--- config.mk ---
export PLATFORM = sky130hd
export DESIGN_NAME = dmac_fifo_drain
export DESIGN_NICKNAME = d
export VERILOG_FILES = /design/src/rtl/dmac_pkg.sv /design/src/rtl/dmac_addr_cnt.sv /design/src/rtl/dmac_fifo_drain.sv
export SDC_FILE = /design/constraint.sdc
export NUM_CORES = 1
export LEC_CHECK = 0
export BUFFER_PORTS_ARGS = -buffer_cell sky130_fd_sc_hd__buf_2
export CAP_MARGIN = 20
export CORE_MARGIN = 2
export CORE_UTILIZATION = 35
export CTS_BUF_LIST = sky130_fd_sc_hd__clkbuf_4 sky130_fd_sc_hd__clkbuf_8
export CTS_CLUSTER_DIAMETER = 200
export DETAILED_ROUTE_END_ITERATION = 10
export SYNTH_ARGS = -nofsm -noshare
export SYNTH_HDL_FRONTEND = slang
export SYNTH_SLANG_ARGS = --single-unit
--- constraint.sdc ---
create_clock -name clk -period 3.3 [get_ports clk]
set_clock_uncertainty 0.15 [all_clocks]
set_input_delay 0.825 -clock clk [delete_from_list [all_inputs] [get_ports clk]]
set_output_delay 0.825 -clock clk [all_outputs]
set_load 0.01 [all_outputs]
--- src/rtl/dmac_pkg.sv ---
// Shared types and constants for the DMAC write-back (FIFO drain) datapath.
package dmac_pkg;

    localparam int unsigned DMAC_MAX_LEN  = 16;
    localparam int unsigned DMAC_ADDR_INC = 4;
    localparam int unsigned DMAC_LEN_W    = 5;

    typedef enum logic [2:0] {
        IDLE    = 3'd0,
        RD      = 3'd1,
        RD_WAIT = 3'd2,
        WR      = 3'd3,
        DONE    = 3'd4,
        ERR     = 3'd5
    } dmac_state_e;

endpackage

--- src/rtl/dmac_addr_cnt.sv ---
// Destination address register, remaining-word down-counter and transferred-word up-counter.
module dmac_addr_cnt
    import dmac_pkg::*;
#(
    parameter int unsigned ADDR_W   = 32,
    parameter int unsigned ADDR_INC = DMAC_ADDR_INC
) (
    input  logic                  clk,
    input  logic                  reset_n,
    input  logic                  load,
    input  logic                  step,
    input  logic [ADDR_W-1:0]     load_addr,
    input  logic [DMAC_LEN_W-1:0] load_len,
    output logic [ADDR_W-1:0]     cur_addr,
    output logic [DMAC_LEN_W-1:0] xfer_cnt,
    output logic                  last
);

    logic [DMAC_LEN_W-1:0] remaining;

    // Current word is the final one of the transfer.
    assign last = (remaining == DMAC_LEN_W'(1));

    // Load on an accepted start, advance once per granted bus write.
    always_ff @(posedge clk or negedge reset_n) begin
        if (!reset_n) begin
            cur_addr  <= '0;
            remaining <= '0;
            xfer_cnt  <= '0;
        end else if (load) begin
            cur_addr  <= load_addr;
            remaining <= load_len;
            xfer_cnt  <= '0;
        end else if (step) begin
            cur_addr  <= cur_addr + ADDR_W'(ADDR_INC);
            remaining <= remaining - DMAC_LEN_W'(1);
            xfer_cnt  <= xfer_cnt + DMAC_LEN_W'(1);
        end
    end

endmodule

--- src/rtl/dmac_fifo_drain.sv ---
// Write-back sequencer: reads words from the FIFO one at a time and writes them
// to consecutive bus addresses through a req/grant master port.
module dmac_fifo_drain
    import dmac_pkg::*;
#(
    parameter int unsigned ADDR_W   = 32,
    parameter int unsigned DATA_W   = 32,
    parameter int unsigned MAX_LEN  = DMAC_MAX_LEN,
    parameter int unsigned ADDR_INC = DMAC_ADDR_INC
) (
    input  logic                  clk,
    input  logic                  reset_n,
    input  logic                  start,
    input  logic                  abort,
    input  logic [ADDR_W-1:0]     dst_addr,
    input  logic [DMAC_LEN_W-1:0] length,
    output logic                  fifo_rd_en,
    input  logic [DATA_W-1:0]     fifo_dout,
    input  logic                  fifo_rd_ack,
    input  logic                  fifo_rd_err,
    output logic                  m_req,
    output logic [ADDR_W-1:0]     m_addr,
    output logic [DATA_W-1:0]     m_wdata,
    input  logic                  m_grant,
    output logic                  busy,
    output logic                  done,
    output logic                  err,
    output logic [DMAC_LEN_W-1:0] xfer_cnt
);

    dmac_state_e           state;
    dmac_state_e           state_d;
    logic [DATA_W-1:0]     data_reg;
    logic                  abort_pend;
    logic                  len_zero;
    logic                  len_over;
    logic                  cnt_load;
    logic                  cnt_step;
    logic                  cnt_last;
    logic                  stop_req;

    assign len_zero = (length == '0);
    assign len_over = (length > DMAC_LEN_W'(MAX_LEN));
    assign cnt_load = (state == IDLE) && start && !len_over;
    assign cnt_step = (state == WR) && m_grant;
    assign stop_req = abort || abort_pend;

    assign m_wdata = data_reg;

    // Address and word counters.
    dmac_addr_cnt #(
        .ADDR_W   (ADDR_W),
        .ADDR_INC (ADDR_INC)
    ) u_addr_cnt (
        .clk       (clk),
        .reset_n   (reset_n),
        .load      (cnt_load),
        .step      (cnt_step),
        .load_addr (dst_addr),
        .load_len  (length),
        .cur_addr  (m_addr),
        .xfer_cnt  (xfer_cnt),
        .last      (cnt_last)
    );

    // Next-state decode; abort takes priority over FIFO responses, and in WR
    // it is only honoured on the grant edge so the granted word completes.
    always_comb begin
        state_d = state;
        unique case (state)
            IDLE: begin
                if (start) begin
                    if (len_zero)      state_d = DONE;
                    else if (len_over) state_d = ERR;
                    else               state_d = RD;
                end
            end
            RD: begin
                state_d = abort ? IDLE : RD_WAIT;
            end
            RD_WAIT: begin
                if (abort)            state_d = IDLE;
                else if (fifo_rd_ack) state_d = WR;
                else if (fifo_rd_err) state_d = ERR;
            end
            WR: begin
                if (m_grant) begin
                    if (stop_req)      state_d = IDLE;
                    else if (cnt_last) state_d = DONE;
                    else               state_d = RD;
                end
            end
            DONE:    state_d = IDLE;
            ERR:     state_d = IDLE;
            default: state_d = IDLE;
        endcase
    end

    // State register with outputs registered from the next state.
    always_ff @(posedge clk or negedge reset_n) begin
        if (!reset_n) begin
            state      <= IDLE;
            fifo_rd_en <= 1'b0;
            m_req      <= 1'b0;
            busy       <= 1'b0;
            done       <= 1'b0;
            err        <= 1'b0;
            data_reg   <= '0;
            abort_pend <= 1'b0;
        end else begin
            state      <= state_d;
            fifo_rd_en <= (state_d == RD);
            m_req      <= (state_d == WR);
            busy       <= (state_d != IDLE);
            done       <= (state_d == DONE);

            if (cnt_load)              err <= 1'b0;
            else if (state_d == ERR)   err <= 1'b1;

            if ((state == RD_WAIT) && fifo_rd_ack && !abort)
                data_reg <= fifo_dout;

            abort_pend <= (state == WR) && m_grant ? 1'b0 :
                          (state == WR) ? (abort_pend || abort) : 1'b0;
        end
    end

endmodule

==> impl_metrics.toml, run 1 <==
[worst_setup_path]
endpoint_kind = "flop"
cp_data_arrival_time_ns = 2.73
slowest_delay_ns = 0.55
path_cells = "buf_2 -> or4_1 -> ha_1 -> or2_1 -> nand2_2 -> o21ai_0 -> a221o_1"
critical_path_class = "in2reg"
crit_slowest_cell = "or4_1"
r2r-start = "state[0]$_DFF_PN0_"
critPathLaunch = "length[0]"
critPathRequiredTime_ns = 3.40
crit_path_start_kind = "input pin"
path_max_fanout = 10

[pwr]
swShare = 0.364
p_seq_frac = 0.422
p_sw_mw = 1.60
p_int_mw = 2.79
clockPowerShare = 0.220
ir_drop_mv = 0.353
power.density_nw_per_um2 = 851
p_leak_nw = 2.50
combPwrFrac = 0.358

[place]
gp_congestion = 0.798
io_buffers = 149
dpl.hpwl_um = 7700

[drt]
routed_via_density = 5.11
drc = 0
routedWlPerCell_um = 15.5
wl_met3_um = 1010
wl_met1_um = 4830
ant_nets = 0
first_pass_iters = 4
vias = 3431
first_iter_violations = 141
wl_met2_um = 4420
top_layer_used = "met5"
wirelength_um = 10400

[sta]
finalCritPeriodShare = 0.799
grt_setup_unrepaired = "no"
hold_viol_final = 0
finalMaxSlewViolations = 0
fin_setup_tns_ns = 0
hold_slack_ns = 0.252
tightestPinTransition_ns = 0.736
setup_viol = 0
maxSlewHeadroom = 0.508
fmax_mhz = 379
finalCriticalPeriod_ns = 2.64

[floorplanning]
fp.dieW_um = 110
die_height_um = 110
core_um2 = 10900
start_util = 0.361
row_count = 38
io_pins = 150
dieArea_um2 = 12100

[cts]
post_cts_buffers = 0
clk_pin_slew_ns = 0.08
clock_sinks = 83
postCtsHoldBufs = 0
clk-insertion-delay-late_ns = 0.36
htreeDepth = 3
cts_resized = 0
numCtsBuffers = 9
clockBufferDepth = 2
root_buffer = "clkbuf_8"
tritoncts = "yes"

[finish]
final_cell_mix = "buf_2, dfrtp_1, nand2_1"
fin_nets = 608
final_common_cell = "buf_2"
drive_gt1_frac = 0.412
area_growth_pct = 30.7
antennaDiodeCount = 0

[global_route]
grt_pass1_vias = 3197
antenna_found_initial = 1
grt_max_degree = 50
track_usage = 0.174
grt_pass1_wl_um = 16100
grt_overflow_total = 0

[logic_synthesis]
synthArstFlopShare = 1.00
yosysSeqAreaShare = 0.528
synth-seq-cells = 83
yosys.area_share.simple = 0.202
ys.flop_type = "dfrtp_1"
synth_top_family_by_area = "simple AND/OR/NAND/NOR gates"
syn-instance-count = 372
synth_compound_area_frac = 0.102
netlist_area_um2 = 3940
syn-num-nets = 454
synth_edf_count = 0
synth.mux.area_fraction = 0.0944
syn_area_per_cell_um2 = 10.6
yosys_warnings = 0
synthDistinctLibCells = 53
synthAdderAreaFrac = 0.0191
synth-xor-area-share = 0.0312

[status]
status = "finished, final reports clean"

[run]
maxCapViolations = 0

[min_path]
worstHoldPathType = "in2async"
-- area by class of cell --
| cell class | count | area [µm²] |
|---|---|---|
| clock buffer | 9 | 124 |
| clock inverter | 7 | 140 |
| fill | 1067 | 5740 |
| inverter | 8 | 30.0 |
| multi-input combinational | 266 | 1770 |
| sequential | 83 | 2080 |
| tap | 140 | 175 |
| timing repair buffer | 158 | 828 |
-- through the flow --
step           worst slack, ns  std cells  utilization  area [µm²]  power [mW]
3_5_place_dp             0.286        655        0.448        4880        3.46
3_3_place_gp             0.339        655        0.448        4880        3.41
2_1_floorplan            0.656        372            -        3940        2.74
6_report                 0.664        671        0.473        5140        4.38
5_1_grt                  0.596        671        0.473        5140        4.72
4_1_cts                  0.690        671        0.473        5140        4.44
-- state kept, by name (all words and copies together) (netlist names) --
signal	flops
m_wdata	32
fifo_rd_en	1
u_addr_cnt.remaining	5
busy	1
m_req	1
abort_pend	1
err	1
u_addr_cnt.cur_addr	32
state	3
done	1
u_addr_cnt.xfer_cnt	5
-- path summary, 6_finish.rpt --
path / endpoint / slack (ns) / cells after the start
max reg2reg: u_addr_cnt.remaining[2]$_DFFE_PN0P_ / 0.91 / 5
min reg2reg: u_addr_cnt.cur_addr[0]$_DFFE_PN0P_ / 0.34 / 2
min in group clk: u_addr_cnt.cur_addr[0]$_DFFE_PN0P_ / 0.34 / 2
max in group asynchronous: abort_pend$_DFF_PN0_ / 2.12 / 2
min: m_wdata[13]$_DFFE_PN0P_ / 0.25 / 1
max: u_addr_cnt.remaining[2]$_DFFE_PN0P_ / 0.66 / 7
-- logic make-up (layout without fill, tap and decap cells) --
group,count (synthesis),after routing
simple gates,151,151
flops,83,83
compound gates,62,62
mux,33,33
buf+inv,23,182
xor+xnor,14,14
fa+ha+maj,6,6
-- synth_stat cells (all sizes together), types with 3 or more instances --
master	number	area share
nand4	13	0.022
o211ai	4	0.0076
or3	3	0.0048
a31oi	3	0.0048
a221o	3	0.0076
nand3	22	0.029
clkbuf	8	0.0076
o21a	4	0.0076
nor3	6	0.0076
xor2	10	0.022
nor4	8	0.018
ha	6	0.019
nor4b	3	0.0067
buf	7	0.0083
nor2	29	0.028
dfrtp	83	0.53
o21ai	23	0.029
xnor2	4	0.0089
a21oi	10	0.013
mux2	33	0.094
nand2	49	0.047
inv	8	0.0076
a22oi	4	0.0076
-- power by group through the flow --
stage	logic, mW	clock network [mW]	registers [mW]
CTS	1.59	0.994	1.85
detailed placement	1.59	0	1.87
finish	1.57	0.963	1.85
floorplan	0.746	0	1.99
global placement	1.56	0	1.85
global route	1.76	1.04	1.92
-- critical path: cells and delay by family --
kind | cells | cell delay (ns)
fa+ha+maj | 1 | 0.24
buf+inv | 1 | 0.10
simple gates | 3 | 1.16
compound gates | 2 | 0.40
-- metal layers --
layer  up-vias  track usage
met4         2       0.0606
met5         -            0
met1      1622        0.241
met3        15       0.0535
met2       141        0.257
li1       1651            -
Power figures use the tool's default switching activity.
==> run 2: changes to the inputs <==
==> constraint.sdc (replaced) <==
create_clock -name clk -period 2.7 [get_ports clk]
set_clock_uncertainty 0.15 [all_clocks]
set_input_delay 0.675 -clock clk [delete_from_list [all_inputs] [get_ports clk]]
set_output_delay 0.675 -clock clk [all_outputs]
set_load 0.01 [all_outputs]
==> impl_metrics.toml, run 2 (synthesis results as in run 1) <==
[finish]
final_cell_mix = "buf_2, dfrtp_1, nand2_1"
regArea_um2 = 2080
antennaDiodeCount = 0
nFillCells = 1051
final-instance-count-excl-fill = 675
multiInputGateArea_um2 = 1770
final_common_cell = "buf_2"
stdcell_area_um2 = 5110
drive_gt1_frac = 0.417
fin_nets = 612
area_growth_pct = 29.9

[place]
dpl_cell_area_um2 = 4910
gp_congestion = 0.793
io_buffers = 149
dpl.hpwl_um = 7710
dp_cells = 659

[cts]
clk_pin_slew_ns = 0.09
postCtsHoldBufs = 0
cts_resized = 0
tritoncts = "yes"
clk-insertion-delay-late_ns = 0.35
clock_sinks = 83
root_buffer = "clkbuf_8"
post_cts_buffers = 0
clockBufferDepth = 2
htreeDepth = 3
numCtsBuffers = 9

[worst_setup_path]
critPathRequiredTime_ns = 2.80
path_cells = "buf_2 -> or4_1 -> ha_1 -> or2_1 -> nand2_2 -> o21ai_0 -> a221o_1"
crit_family = "simple AND/OR/NAND/NOR gates"
path_buf_inv = 1
crit_path_start_kind = "input pin"
critical_path_class = "in2reg"
endpoint_kind = "flop"
crit_slowest_cell = "or4_1"
path_max_fanout = 5
cp_data_arrival_time_ns = 2.40
slowest_delay_ns = 0.57

[sta]
tightestPinTransition_ns = 0.713
maxSlewHeadroom = 0.520
grt_setup_unrepaired = "no"
setup_viol = 0
hold_viol_final = 0
finalCriticalPeriod_ns = 2.30
finalCritPeriodShare = 0.853
hold_slack_ns = 0.150
fmax_mhz = 434
fin_setup_tns_ns = 0
finalMaxSlewViolations = 0

[min_path]
worstHoldPathType = "in2async"

[drt]
vias = 3428
wirelength_um = 10300
ant_nets = 0
routedWlPerCell_um = 15.2
first_iter_violations = 161
drc = 0
routed_via_density = 5.08
first_pass_iters = 4

[run]
maxCapViolations = 0

[pwr]
ir_drop_mv = 0.403
p_leak_nw = 2.50
power.density_nw_per_um2 = 991

[floorplanning]
core_um2 = 10900
io_pins = 150
fp.dieW_um = 110
row_count = 38
die_height_um = 110
dieArea_um2 = 12100
start_util = 0.361

[global_route]
antenna_found_initial = 2
track_usage = 0.171
grt_max_degree = 44
grt_pass1_wl_um = 15900
grt_overflow_total = 0
grt_pass1_vias = 3150

[status]
status = "finished, final reports clean"
-- run 2: cell types whose count changed in the layout (fill, tap and decap cells not counted), sizes merged --
| cell | change |
|---|---|
| buf | +4 |
| bufinv | -4 |
| clkbuf | +4 |
-- run 2: area by class of cell --
class,instances,area share
clock buffer,13,0.0350
multi-input combinational,266,0.346
inverter,8,0.00588
clock inverter,3,0.00392
tap,140,0.0343
timing repair buffer,162,0.168
sequential,83,0.406
-- run 2: final timing paths --
| path | startpoint | to | slack [ns] | cells after the start |
|---|---|---|---|---|
| worst max-delay path | length[0] | u_addr_cnt.remaining[2]$_DFFE_PN0P_ | 0.40 | 7 |
| worst min-delay path | reset_n | m_wdata[29]$_DFFE_PN0P_ | 0.15 | 1 |
| worst max register to register | u_addr_cnt.cur_addr[5]$_DFFE_PN0P_ | u_addr_cnt.cur_addr[29]$_DFFE_PN0P_ | 0.47 | 5 |
| worst min register to register | u_addr_cnt.cur_addr[1]$_DFFE_PN0P_ | u_addr_cnt.cur_addr[1]$_DFFE_PN0P_ | 0.35 | 2 |
| max in group asynchronous | reset_n | u_addr_cnt.xfer_cnt[4]$_DFFE_PN0P_ | 1.64 | 2 |
| min in group clk | u_addr_cnt.cur_addr[1]$_DFFE_PN0P_ | u_addr_cnt.cur_addr[1]$_DFFE_PN0P_ | 0.35 | 2 |
-- run 2: where the power goes --
part	switching [mW]	internal, mW	leakage [nW]
logic	0.997	0.924	1.36
registers	0.485	1.78	1.03
clock network	0.445	0.434	0.0977
-- run 2: through the flow --
step,setup WS [ns],util,power (mW)
3_5_place_dp,0.0280,0.451,4.24
4_1_cts,0.416,0.469,5.13
5_1_grt,0.272,0.469,5.49
2_1_floorplan,0.206,-,3.35
3_3_place_gp,0.0568,0.451,4.18
6_report,0.398,0.469,5.07
-- run 2: metal layers --
layer	up-vias	GRT usage	share of wire	wire, µm
met5	-	0	0.0029	30
met2	146	0.262	0.44	4520
met1	1606	0.230	0.46	4690
met3	16	0.0453	0.088	910
met4	4	0.0678	0.014	144
li1	1656	-	-	-
